File: config.mk
export PLATFORM = sky130hd
export DESIGN_NAME = nn_layer_scheduler
export DESIGN_NICKNAME = d
export VERILOG_FILES = /design/src/rtl/nn_pkg.sv /design/src/rtl/nn_argmax.sv /design/src/rtl/nn_layer_scheduler.sv
export SDC_FILE = /design/constraint.sdc
export NUM_CORES = 1
export LEC_CHECK = 0
export CORE_UTILIZATION = 48
export CTS_CLUSTER_DIAMETER = 80
export DETAILED_ROUTE_END_ITERATION = 16
export GPL_TIMING_DRIVEN = 0
export HOLD_SLACK_MARGIN = 0.12
export PLACE_DENSITY = 0.74
export REMOVE_ABC_BUFFERS = 1
export SYNTH_ARGS = -nofsm -noshare
export SYNTH_HDL_FRONTEND = slang
export SYNTH_SLANG_ARGS = --single-unit
File: constraint.sdc
create_clock -name i_clk -period 3.1 [get_ports i_clk]
set_clock_uncertainty 0.15 [all_clocks]
set_input_delay 0.62 -clock i_clk [delete_from_list [all_inputs] [get_ports i_clk]]
set_output_delay 0.62 -clock i_clk [all_outputs]
set_load 0.005 [all_outputs]
File: src/rtl/nn_pkg.sv
// Shared dimensions, widths and state type for the MLP layer scheduler.
package nn_pkg;

   localparam int NN_IN    = 784;
   localparam int NN_HID   = 64;
   localparam int NN_OUT   = 10;
   localparam int NN_ACC_W = 32;

   localparam int NN_W_AW = $clog2(NN_IN * NN_HID + NN_HID * NN_OUT);
   localparam int NN_B_AW = $clog2(NN_HID + NN_OUT);
   localparam int NN_A_AW = $clog2(NN_IN);
   localparam int NN_H_AW = $clog2(NN_HID);

   localparam int NN_W_BASE_OUT = NN_IN * NN_HID;
   localparam int NN_B_BASE_OUT = NN_HID;

   typedef enum logic [2:0] {
      S_IDLE,
      S_ACC,
      S_DRAIN,
      S_BIAS,
      S_WB,
      S_DONE
   } nn_sched_state_t;

   // address width that stays legal for tiny test configurations
   function automatic int nn_w(input int n);
      return (n <= 2) ? 1 : $clog2(n);
   endfunction

   function automatic int nn_max(input int a, input int b);
      return (a > b) ? a : b;
   endfunction

endpackage

File: src/rtl/nn_argmax.sv
// Running argmax over the output-layer post-bias results.
module nn_argmax
   import nn_pkg::*;
#(
   parameter int ACC_WIDTH = NN_ACC_W
) (
   input  logic                        i_clk,
   input  logic                        i_rst,
   input  logic                        i_en,
   input  logic                        i_first,
   input  logic signed [ACC_WIDTH-1:0] i_val,
   input  logic [3:0]                  i_idx,
   output logic [3:0]                  o_class_idx
);

   logic signed [ACC_WIDTH-1:0] r_best;
   logic [3:0]                  r_idx;

   // strict greater-than keeps the lower index on ties
   always_ff @(posedge i_clk) begin
      if (i_rst) begin
         r_best <= '0;
         r_idx  <= '0;
      end else if (i_en && (i_first || i_val > r_best)) begin
         r_best <= i_val;
         r_idx  <= i_idx;
      end
   end

   assign o_class_idx = r_idx;

endmodule

File: src/rtl/nn_layer_scheduler.sv
// Neuron-by-neuron sequencer for the shared MAC/bias/ReLU datapath,
// walking the hidden layer then the output layer with argmax tracking.
module nn_layer_scheduler
   import nn_pkg::*;
#(
   parameter int INPUT_NEURONS  = NN_IN,
   parameter int HIDDEN_NEURONS = NN_HID,
   parameter int OUTPUT_NEURONS = NN_OUT,
   parameter int ACC_WIDTH      = NN_ACC_W,
   localparam int WW = nn_w(INPUT_NEURONS * HIDDEN_NEURONS
                            + HIDDEN_NEURONS * OUTPUT_NEURONS),
   localparam int BW = nn_w(HIDDEN_NEURONS + OUTPUT_NEURONS),
   localparam int AW = nn_w(INPUT_NEURONS),
   localparam int HW = nn_w(HIDDEN_NEURONS)
) (
   input  logic                        i_clk,
   input  logic                        i_rst,
   input  logic                        i_start,
   input  logic signed [ACC_WIDTH-1:0] i_acc_in,
   output logic [WW-1:0]               o_w_addr,
   output logic [BW-1:0]               o_b_addr,
   output logic [AW-1:0]               o_act_rd_addr,
   output logic                        o_act_rd_sel,
   output logic [HW-1:0]               o_act_wr_addr,
   output logic                        o_act_wr_en,
   output logic                        o_mac_clr,
   output logic                        o_mac_en,
   output logic                        o_bias_en,
   output logic                        o_relu_en,
   output logic                        o_busy,
   output logic                        o_done,
   output logic [3:0]                  o_class_idx,
   output logic                        o_class_valid
);

   localparam int NW = nn_max(HW, nn_w(OUTPUT_NEURONS));
   localparam int IW = nn_max(AW, HW);

   nn_sched_state_t r_state;
   logic            r_layer;
   logic [NW-1:0]   r_neuron;
   logic [IW-1:0]   r_input;
   logic [WW-1:0]   r_w_addr;
   logic [BW-1:0]   r_b_addr;
   logic            r_mac_clr;
   logic            r_mac_en;
   logic            r_bias_en;
   logic            r_act_wr_en;
   logic            r_relu_en;
   logic            r_busy;
   logic            r_done;
   logic            r_class_valid;

   logic [IW-1:0]   w_last_in;
   logic [NW-1:0]   w_last_n;
   logic            w_sample;

   assign w_last_in = r_layer ? IW'(HIDDEN_NEURONS - 1)
                              : IW'(INPUT_NEURONS - 1);
   assign w_last_n  = r_layer ? NW'(OUTPUT_NEURONS - 1)
                              : NW'(HIDDEN_NEURONS - 1);
   assign w_sample  = (r_state == S_WB) && r_layer;

   always_ff @(posedge i_clk) begin
      if (i_rst) begin
         r_state       <= S_IDLE;
         r_layer       <= 1'b0;
         r_neuron      <= '0;
         r_input       <= '0;
         r_w_addr      <= '0;
         r_b_addr      <= '0;
         r_mac_clr     <= 1'b0;
         r_mac_en      <= 1'b0;
         r_bias_en     <= 1'b0;
         r_act_wr_en   <= 1'b0;
         r_relu_en     <= 1'b0;
         r_busy        <= 1'b0;
         r_done        <= 1'b0;
         r_class_valid <= 1'b0;
      end else begin
         r_mac_clr   <= 1'b0;
         r_bias_en   <= 1'b0;
         r_act_wr_en <= 1'b0;
         r_relu_en   <= 1'b0;
         // MAC data returns one cycle after each address issue
         r_mac_en    <= (r_state == S_ACC);
         unique case (r_state)
            S_IDLE, S_DONE: begin
               // done waits one cycle so class_idx has settled
               if (r_state == S_DONE) begin
                  r_done        <= 1'b1;
                  r_class_valid <= 1'b1;
               end
               if (i_start) begin
                  r_state       <= S_ACC;
                  r_layer       <= 1'b0;
                  r_neuron      <= '0;
                  r_input       <= '0;
                  r_w_addr      <= '0;
                  r_mac_clr     <= 1'b1;
                  r_busy        <= 1'b1;
                  r_done        <= 1'b0;
                  r_class_valid <= 1'b0;
               end
            end
            S_ACC: begin
               if (r_input == w_last_in) begin
                  r_state <= S_DRAIN;
               end else begin
                  r_input  <= r_input + 1'b1;
                  r_w_addr <= r_w_addr + 1'b1;
               end
            end
            S_DRAIN: begin
               r_state   <= S_BIAS;
               r_bias_en <= 1'b1;
               r_b_addr  <= r_layer ? BW'(HIDDEN_NEURONS) + BW'(r_neuron)
                                    : BW'(r_neuron);
            end
            S_BIAS: begin
               r_state     <= S_WB;
               r_act_wr_en <= ~r_layer;
               r_relu_en   <= ~r_layer;
            end
            S_WB: begin
               if (r_layer && r_neuron == w_last_n) begin
                  r_state <= S_DONE;
                  r_busy  <= 1'b0;
               end else begin
                  // weights of consecutive neurons and layers are contiguous
                  r_state   <= S_ACC;
                  r_input   <= '0;
                  r_w_addr  <= r_w_addr + 1'b1;
                  r_mac_clr <= 1'b1;
                  if (r_neuron == w_last_n) begin
                     r_layer  <= 1'b1;
                     r_neuron <= '0;
                  end else begin
                     r_neuron <= r_neuron + 1'b1;
                  end
               end
            end
         endcase
      end
   end

   nn_argmax #(
      .ACC_WIDTH(ACC_WIDTH)
   ) u_argmax (
      .i_clk      (i_clk),
      .i_rst      (i_rst),
      .i_en       (w_sample),
      .i_first    (r_neuron == '0),
      .i_val      (i_acc_in),
      .i_idx      (4'(r_neuron)),
      .o_class_idx(o_class_idx)
   );

   assign o_w_addr      = r_w_addr;
   assign o_b_addr      = r_b_addr;
   assign o_act_rd_addr = r_input[AW-1:0];
   assign o_act_rd_sel  = r_layer;
   assign o_act_wr_addr = r_neuron[HW-1:0];
   assign o_act_wr_en   = r_act_wr_en;
   assign o_mac_clr     = r_mac_clr;
   assign o_mac_en      = r_mac_en;
   assign o_bias_en     = r_bias_en;
   assign o_relu_en     = r_relu_en;
   assign o_busy        = r_busy;
   assign o_done        = r_done;
   assign o_class_valid = r_class_valid;

endmodule

==> impl_metrics.yaml, run 1 <==
pwr:
  design_power_total_mw: 2.12
  power_per_cell_area_nw_per_um2: 356
  ir_drop_worst_vdd_uv: 223
  total_leakage_power_nw: 2.06
global_routing:
  grt_overflow_total: 0
  globalRouteTotalUtil_pct: 20.4
  antenna_violations_before_repair: 0
  grt_start_max_net_pins: 58
  first_global_vias: 3694
  first_pass_grt_wire_length_mm: 16.8
clocking:
  cts_tree: "done"
  ctsLongestPathBuffers: 2
  cts-buffers-inserted: 9
  clk_pin_slew_worst_paths_ns: 0.08
  holdBufCountCts: 0
  cts_root_buf: "clkbuf_8"
  ctsHtreeMaxLevel: 3
  cts_sinks: 85
  worst_skew_pair.late_latency_ns: 0.37
placement:
  dpl.cell_count: 730
  portBuffers: 86
  gp_congestion: 0.763
  dp_hpwl_mm: 7.08
detailed_routing:
  dr_total_vias: 3979
  wl_mm: 10.3
  post_drt_via_cell_ratio: 5.27
  detail_route.first_pass.iterations: 4
  wire_per_inst_microns: 13.6
  drtAntennaViolNets: 0
  drt_iter0_markers: 73
  route.detailed.drc: 0
yosys:
  synth-main-ff-cell: "dfxtp_1"
  async_reset_ff_share_pct: 0
  number_of_register_bits_inferred_by_synthesis: 85
  synth_seq_area_share_pct: 35.5
  library_cells_used_by_synthesis: 60
  number_of_enable_type_register_cells_in_the_synthesized_netlist: 0
  yosys_warnings: 0
  synthCells: 535
  post_synth.cell_area_avg_sq_um: 8.96
  syn-cell-area_sq_um: 4790
timing:
  fmax_mhz: 335
  finalCriticalPeriod_ns: 2.99
  maxSlewViolCount: 0
  relSlewSlack_pct: 41.3
  rsz_0062_raised_after_global_routing: "yes"
  report.final.hold_viol_count: 0
  post-route-period-util_pct: 96.4
  setup_viol: 0
  timing_worst_slew_pin_value_ns: 0.869
die:
  floorplan.initialDensity_pct: 49.3
  dieArea_sq_um: 10400
  io_pins: 87
  core_sq_um: 9730
  die_height_microns: 102
  fp.dieW_microns: 102
  rows: 36
worst_setup_path:
  timing.critical_path.from_type: "input port"
  critPathKind: "in -> reg"
  worst_ep_required_time_ns: 3.24
  worst_ep_arrival_time_ns: 3.12
  timing.critical_path.from: "i_acc_in[19]"
  worstPathMaxFanout: 10
  r2r-start: "u_argmax.r_best[19]$_SDFFE_PP0P_"
  critical_path.endpoint_type: "flip-flop"
layout:
  num-fill-cells: 899
  finalNonFillerCells: 755
  drive_above_1_share_pct: 6.91
  nNetsFinal: 688
  number_of_antenna_cells_inserted: 0
  areaGrowthSynthToFinish_pct: 24.5
hold_path:
  hp-class: "reg -> reg"
  timing.hold.worst.start: "u_argmax.o_class_idx[0]$_SDFFE_PP0P_"
job:
  max_cap_violations: 0
run_status:
  run_status: "finished, final reports clean"
-- worst paths after layout --
path                                     endpoint  slack [ns]  depth (start not counted)
min reg2reg  u_argmax.o_class_idx[0]$_SDFFE_PP0P_        0.32                          2
max reg2reg      u_argmax.r_best[26]$_SDFFE_PP0P_        0.45                         10
min          u_argmax.o_class_idx[0]$_SDFFE_PP0P_        0.32                          2
max              u_argmax.r_best[26]$_SDFFE_PP0P_        0.11                         10
-- cells by family (layout without fill, tap and decap cells) --
| kind of cell | count (synthesis) | count (layout) | synth area share (%) |
|---|---|---|---|
| AO/OA/AOI/OAI | 74 | 74 | 11.1 |
| XOR/XNOR | 18 | 18 | 3.29 |
| adder cells (fa/ha/maj) | 36 | 36 | 9.40 |
| buffers and inverters | 66 | 152 | 6.89 |
| flip-flops | 85 | 85 | 35.5 |
| multiplexers | 43 | 43 | 8.98 |
| AND/OR/NAND/NOR | 213 | 214 | 24.8 |
-- flip-flops by register name, indices dropped and copies added, names as in the netlist --
signal and flops:
u_argmax.o_class_idx 4, o_class_valid 1, o_bias_en 1, o_busy 1, o_mac_clr 1, o_b_addr 7, o_mac_en 1, o_relu_en 1
r_state 3, o_w_addr 16, o_act_rd_sel 1, o_act_rd_addr 10, u_argmax.r_best 32, o_act_wr_addr 6
-- metal layers --
| metal | vias up | share of wire (%) | GRT usage [%] |
|---|---|---|---|
| li1 | 2011 | - | - |
| met4 | 0 | 1.1 | 6.15 |
| met2 | 82 | 48 | 35.8 |
| met5 | - | 0 | 0 |
| met3 | 11 | 4.9 | 5.06 |
| met1 | 1875 | 46 | 24.6 |
-- through the flow --
step | TNS [ns] | util (%) | hold slack, ns | worst slack [ns] | area [sq um]
6_report | 0 | 61.3 | 0.322 | 0.111 | 5970
5_1_grt | -0.0234 | 61.3 | 0.340 | -0.00986 | 5970
4_1_cts | 0 | 61.1 | 0.321 | 0.0535 | 5940
3_5_place_dp | -21.59 | 58.2 | 0.309 | -0.663 | 5660
3_3_place_gp | -51.76 | 58.0 | 0.308 | -1.14 | 5640
2_1_floorplan | 0 | - | 0.294 | 0.143 | 4620
-- power by group --
group | internal [mW] | switching (mW)
combinational | 0.107 | 0.103
sequential | 1.10 | 0.00736
clock | 0.396 | 0.413
-- synthesized netlist by cell type (4+ instances only) --
| cell type | count | area share [%] |
|---|---|---|
| nand2_1 | 24 | 1.9 |
| xnor2_1 | 5 | 0.91 |
| nand3_1 | 20 | 2.1 |
| mux2i_1 | 43 | 9.0 |
| nor2_1 | 42 | 3.3 |
| ha_1 | 36 | 9.4 |
| dfxtp_1 | 85 | 36 |
| o21ai_0 | 13 | 1.4 |
| nand2b_1 | 68 | 8.9 |
| nand4_1 | 17 | 2.2 |
| o31ai_1 | 4 | 0.63 |
| clkbuf_1 | 13 | 1.0 |
| nor3_1 | 8 | 0.84 |
| xor2_1 | 13 | 2.4 |
| nor4_1 | 8 | 1.0 |
| inv_1 | 40 | 3.1 |
| a211oi_1 | 4 | 0.63 |
| and3_1 | 4 | 0.52 |
| a21oi_1 | 21 | 2.2 |
-- layout by cell type, fill, tap and decap left out, drive strengths merged, types with 5 or more instances in the layout --
| cell | n |
|---|---|
| inv | 42 |
| nand4 | 17 |
| o21ai | 16 |
| xor2 | 13 |
| clkdlybuf4s50 | 85 |
| nand2b | 68 |
| xnor2 | 5 |
| clkbuf | 11 |
| nor2 | 44 |
| buf | 10 |
| nor4 | 9 |
| nand2 | 24 |
| a21oi | 23 |
| dfxtp | 85 |
| nand3 | 22 |
| ha | 36 |
| mux2i | 43 |
| nor3 | 8 |
-- cell type report --
class | instances | area [sq um] | share of cell area (%)
multi-input combinational | 385 | 2780 | 46.6
sequential | 85 | 1700 | 28.5
timing repair buffer | 95 | 961 | 16.1
tap | 133 | 166 | 2.79
inverter | 41 | 154 | 2.58
clock buffer | 11 | 141 | 2.37
clock inverter | 5 | 58.8 | 0.986
-- critical path, cell delays in order --
cell	delay (ns)
clkdlybuf4s50_1	0.43
ha_1	0.34
a21oi_2	0.15
o21a_1	0.13
o21ai_1	0.07
a2111o_1	0.44
or3_4	0.44
nand3_4	0.14
buf_12	0.16
mux2i_1	0.19
-- repair_timing --
action | CTS | global route
endpoints found under the setup margin | 33 | 23
resized for setup | 2 | 0
pin swaps | 2 | 3
gates cloned | 1 | 0
setup buffers | 5 | 3
(Power assumes the default switching activity.)
==> inputs of run 2 (changes only) <==
Settings changed: CTS_BUF_LIST set to sky130_fd_sc_hd__clkbuf_16.
==> run 2 against run 1 <==
Fmax grew 0.67%. First-iteration DRC count is 1.4% higher. Design area up 2.1%. Critical endpoint is now u_argmax.r_best[2]$_SDFFE_PP0P_. Setup slack better by 0.020 ns. Sequential cell count unchanged. Register-to-register slack better by 0.02 ns. Non-clock buffer count is 1 higher. Routed wire length increased by 0.91%. Hold slack got worse by 0.0022 ns. Largest cell class unchanged. Global-route usage grew 0.28 points. Highest routed layer unchanged. Sequential power hardly changed.
==> impl_metrics.yaml, run 2 (synthesis results as in run 1) <==
layout:
  layout.cells.most_common_list: "85 x clkdlybuf4s50_1, 85 x dfxtp_1, 68 x nand2b_1, 43 x mux2i_1, 42 x nor2_1"
  finish.utilization_pct: 62.6
  multiInputGateArea_sq_um: 2800
  number_of_antenna_cells_inserted: 0
  largest_reg_flops: 32
  nNetsFinal: 689
  top_register: "u_argmax.r_best"
  ff_latch_area_sq_um: 1700
  num-fill-cells: 867
  post-route-cell-area_sq_um: 6090
  drive_above_1_share_pct: 7.06
  areaGrowthSynthToFinish_pct: 27.1
worst_setup_path:
  worst_ep_required_time_ns: 3.21
  critPathKind: "in -> reg"
  path_buf_inv: 2
  timing.critical_path.from_type: "input port"
  r2r-start: "o_act_rd_addr[0]$_SDFFE_PP0P_"
  worstPathMaxFanout: 5
  critical_path.cell_chain: "clkdlybuf4s50_1, ha_1, a21oi_2, o21a_1, o21ai_1, a2111o_1, or3_4, nand3_4, buf_4, mux2i_1"
  worst_path_max_delay_cell: "or3_4"
  critical_path.endpoint_type: "flip-flop"
  worst_path_largest_cell_delay_ns: 0.44
  cpLargestDelayFamily: "compound AO/OA/AOI/OAI gates"
  timing.critical_path.from: "i_acc_in[19]"
  worst_ep_arrival_time_ns: 3.07
timing:
  finalCriticalPeriod_ns: 2.97
  maxSlewViolCount: 0
  final.hold.worst_slack_ns: 0.320
  timing_worst_slew_pin_value_ns: 0.857
  report.final.hold_viol_count: 0
  rsz_0062_raised_after_global_routing: "no"
  postLayoutSetupSlackWorst_ns: 0.131
  fmax_mhz: 337
  setup_viol: 0
  post-route-period-util_pct: 95.8
  relSlewSlack_pct: 42.1
run_status:
  run_status: "finished, final reports clean"
pwr:
  power.switching_uw: 566
  power_per_cell_area_nw_per_um2: 393
  cellInternalPower_mw: 1.83
  switching_share_pct: 23.6
  ir_drop_worst_vdd_uv: 283
  p_clk_share_pct: 44.9
  sequentialPowerShare_pct: 46.2
  comb_power_share_pct: 8.9
  total_leakage_power_nw: 2.13
job:
  max_cap_violations: 0
detailed_routing:
  dr_total_vias: 4004
  drt_iter0_markers: 74
  drtAntennaViolNets: 0
  post_drt_via_cell_ratio: 5.30
  wl_mm: 10.4
  detail_route.first_pass.iterations: 4
  wire_per_inst_microns: 13.7
  route.detailed.drc: 0
die:
  dieArea_sq_um: 10400
  rows: 36
  core_sq_um: 9730
  die_height_microns: 102
  floorplan.initialDensity_pct: 49.3
  fp.dieW_microns: 102
  io_pins: 87
clocking:
  worst_skew_pair.late_latency_ns: 0.35
  holdBufCountCts: 0
  cts_root_buf: "clkbuf_16"
  ctsLongestPathBuffers: 2
  cts_sinks: 85
  clk_pin_slew_worst_paths_ns: 0.06
  cts-buffers-inserted: 9
  cts_tree: "done"
  ctsHtreeMaxLevel: 3
global_routing:
  grt_start_max_net_pins: 58
  first_pass_grt_wire_length_mm: 17.0
  grt_overflow_total: 0
  globalRouteTotalUtil_pct: 20.7
  antenna_violations_before_repair: 0
  first_global_vias: 3774
placement:
  placement.setup.worst_slack_ns: -0.663
  gp_congestion: 0.763
  dpl-instance-area_sq_um: 5660
  portBuffers: 86
  dp_hpwl_mm: 7.08
hold_path:
  hp-class: "reg -> reg"
  timing.hold.worst.start: "u_argmax.r_best[30]$_SDFFE_PP0P_"
==> run 2: cell types whose count changed in the layout (fill, tap and decap cells not counted), sizes merged <==
cell,delta
inv,+1
clkinv,+1
buf,+1
clkbuf,-2
==> run 2: worst paths after layout <==
kind              slack (ns)  depth (start not counted)                               end
setup reg to reg        0.47                          8     o_act_rd_addr[5]$_SDFFE_PP0P_
hold reg to reg         0.32                          2  u_argmax.r_best[30]$_SDFFE_PP0P_
setup / recovery        0.13                         10   u_argmax.r_best[2]$_SDFFE_PP0P_
hold / removal          0.32                          2  u_argmax.r_best[30]$_SDFFE_PP0P_
==> run 2: through the flow <==
stage               total power [mW]  TNS (ns)  std cells
finish                          2.39         0        756
global route                    2.49         0        756
CTS                             2.41         0        752
detailed placement              1.34    -21.59        730
global placement                1.33    -51.76        729
floorplan                       1.24         0        510
==> run 2: worst min-delay path, delay by kind of cell (launching register included) <==
family        cells  cell delay, ns
simple gates      1            0.06
flops             1            0.31
mux               1            0.05
==> run 2: metal layers <==
metal	GRT usage (%)	share of wire [%]	routed length (microns)
met1	24.5	46	4720
met2	36.4	47	4910
met3	6.02	5.7	593
met4	5.82	1.4	145
met5	0	0	0
==> run 2: repair_timing <==
action                                  CTS  global route
endpoints found under the setup margin   33            33
setup buffers                             5             4
hold endpoints to repair                  0             0
pin swaps                                 2             4
cloned                                    1             0
resized for setup                         2             2
==> run 2: area by class of cell <==
class | count | share of cell area, %
Sequential cell | 85 | 27.9
Inverter | 41 | 2.53
Timing Repair Buffer | 96 | 16.1
Clock inverter | 7 | 1.09
Tap cell | 133 | 2.73
Multi-Input combinational cell | 385 | 45.9
Clock buffer | 9 | 3.70
==> run 2: power by group through the flow <==
stage / logic [mW] / registers (mW) / clock network [mW]
2_1_floorplan: 0.108 / 1.13 / 0
3_3_place_gp: 0.205 / 1.13 / 0
3_5_place_dp: 0.209 / 1.13 / 0
4_1_cts: 0.212 / 1.10 / 1.10
5_1_grt: 0.236 / 1.11 / 1.15
6_report: 0.213 / 1.11 / 1.07
==> inputs of run 3 (changes only) <==
Settings changed: CTS_BUF_LIST sky130_fd_sc_hd__clkbuf_16 to sky130_fd_sc_hd__clkbuf_4 sky130_fd_sc_hd__clkbuf_8, SKIP_LAST_GASP set to 1.
==> run 3 against run 2 <==
Combinational power about the same. Non-clock buffer count decreased by 1. Critical path depth unchanged. Count of clock-buffer cells in the layout increased by 2. Sequential share of layout area increased by 0.57 points. Register-to-register slack got worse by 0.02 ns. First-iteration DRC count unchanged. Hold slack improved by 0.0026 ns. Design area decreased by 2.0%. Critical path type unchanged. Critical endpoint is now u_argmax.r_best[26]$_SDFFE_PP0P_. Largest cell class unchanged. Largest power group unchanged. Highest routed layer unchanged.
==> impl_metrics.yaml, run 3 (synthesis results as in run 1) <==
worst_setup_path:
  critical_path.endpoint_type: "flip-flop"
  worst_ep_arrival_time_ns: 3.13
  worst_ep_required_time_ns: 3.24
  ff2ff_path_depth: 10
  critPathKind: "in -> reg"
  rrSetupSlack_ns: 0.45
  worstPathMaxFanout: 10
  timing.critical_path.from_type: "input port"
detailed_routing:
  wl_mm: 10.3
  route.detailed.drc: 0
  drtAntennaViolNets: 0
  wire_per_inst_microns: 13.6
  detail_route.first_pass.iterations: 4
  drt_iter0_markers: 74
  dr_total_vias: 3960
  post_drt_via_cell_ratio: 5.25
timing:
  final.hold.worst_slack_ns: 0.322
  fmax_mhz: 334
  finalCriticalPeriod_ns: 2.99
  finalSetupTns_ns: 0
  timing_worst_slew_pin_value_ns: 0.846
  post-route-period-util_pct: 96.5
  postLayoutSetupSlackWorst_ns: 0.110
  report.final.hold_viol_count: 0
  maxSlewViolCount: 0
  relSlewSlack_pct: 42.9
  setup_viol: 0
  rsz_0062_raised_after_global_routing: "yes"
layout:
  num-fill-cells: 899
  finalNonFillerCells: 755
  areaGrowthSynthToFinish_pct: 24.6
  number_of_antenna_cells_inserted: 0
  multiInputGateArea_sq_um: 2780
  nNetsFinal: 688
  ff_latch_area_sq_um: 1700
  largest_reg_flops: 32
  layout.cells.most_common_list: "85 x clkdlybuf4s50_1, 85 x dfxtp_1, 68 x nand2b_1, 43 x mux2i_1, 42 x nor2_1"
  finish.utilization_pct: 61.4
  drive_above_1_share_pct: 7.07
  top_register: "u_argmax.r_best"
clocking:
  worst_skew_pair.late_latency_ns: 0.37
  ctsHtreeMaxLevel: 3
  cts-buffers-inserted: 9
  cts_tree: "done"
  cts_root_buf: "clkbuf_8"
  ctsLongestPathBuffers: 2
  clk_pin_slew_worst_paths_ns: 0.08
  cts_sinks: 85
global_routing:
  grt_start_max_net_pins: 58
  first_global_vias: 3696
  first_pass_grt_wire_length_mm: 16.8
  grt_overflow_total: 0
  antenna_violations_before_repair: 0
  globalRouteTotalUtil_pct: 20.4
pwr:
  ir_drop_worst_vdd_uv: 223
  power_per_cell_area_nw_per_um2: 357
  total_leakage_power_nw: 2.07
placement:
  gp_congestion: 0.763
  dpl.cell_count: 730
  portBuffers: 86
  placement.setup.worst_slack_ns: -0.663
  dp_hpwl_mm: 7.08
run_status:
  run_status: "finished, final reports clean"
die:
  fp.dieW_microns: 102
  core_sq_um: 9730
  dieArea_sq_um: 10400
  rows: 36
  floorplan.initialDensity_pct: 49.3
  die_height_microns: 102
  io_pins: 87
hold_path:
  hp-class: "reg -> reg"
  worstHoldPathCells: 2
job:
  max_cap_violations: 0
## run 3: cell count changes in the layout (fill, tap and decap cells not counted)
cell       delta
clkbuf_4      +1
nor4_2        +1
nor4_4        -1
clkinv_1      -1
a31oi_2       -1
a31oi_1       +1
buf_12        -1
inv_1         -1
clkbuf_16     -9
clkbuf_8     +10
## run 3: power breakdown
| group | switching, mW | internal [mW] | total (mW) |
|---|---|---|---|
| clock network | 0.413 | 0.405 | 0.818 |
| registers | 0.00740 | 1.10 | 1.10 |
| logic | 0.103 | 0.107 | 0.210 |
## run 3: what timing repair did
item	CTS	global route
hold buffers	0	0
resized for setup	2	0
buffers inserted	5	3
pin swaps	2	3
gates cloned	1	0
endpoints found under the setup margin	33	23
## run 3: path summary, 6_finish.rpt
| kind | end | from |
|---|---|---|
| max | u_argmax.r_best[26]$_SDFFE_PP0P_ | i_acc_in[19] |
| min reg2reg | u_argmax.o_class_idx[0]$_SDFFE_PP0P_ | u_argmax.o_class_idx[0]$_SDFFE_PP0P_ |
| min | u_argmax.o_class_idx[0]$_SDFFE_PP0P_ | u_argmax.o_class_idx[0]$_SDFFE_PP0P_ |
| max reg2reg | u_argmax.r_best[26]$_SDFFE_PP0P_ | u_argmax.r_best[19]$_SDFFE_PP0P_ |
## run 3: final cells by class
cell class	instances	area share, %
Multi-Input combinational cell	385	46.6
Sequential cell	85	28.5
Timing Repair Buffer	95	16.1
Tap cell	133	2.79
Inverter	41	2.58
Clock buffer	11	2.43
Clock inverter	5	0.985
## run 3: layer usage
| metal | global-route usage (%) | vias up | routed length [microns] |
|---|---|---|---|
| li1 | - | 2010 | - |
| met1 | 24.6 | 1862 | 4700 |
| met2 | 35.8 | 82 | 5010 |
| met3 | 5.06 | 6 | 504 |
| met4 | 6.15 | 0 | 46 |
| met5 | 0 | - | 0 |
## run 3: critical path, cell delays in order
cell and delay, ns:
clkdlybuf4s50_1 0.43, ha_1 0.34, a21oi_2 0.15, o21a_1 0.13, o21ai_1 0.07, a2111o_1 0.44, or3_4 0.44, nand3_4 0.14
buf_12 0.16, mux2i_1 0.19
## run 3: through the flow
step / total power [mW] / area, sq um
CTS: 2.16 / 5950
floorplan: 1.24 / 4620
detailed placement: 1.34 / 5660
finish: 2.13 / 5970
global route: 2.23 / 5970
global placement: 1.33 / 5640
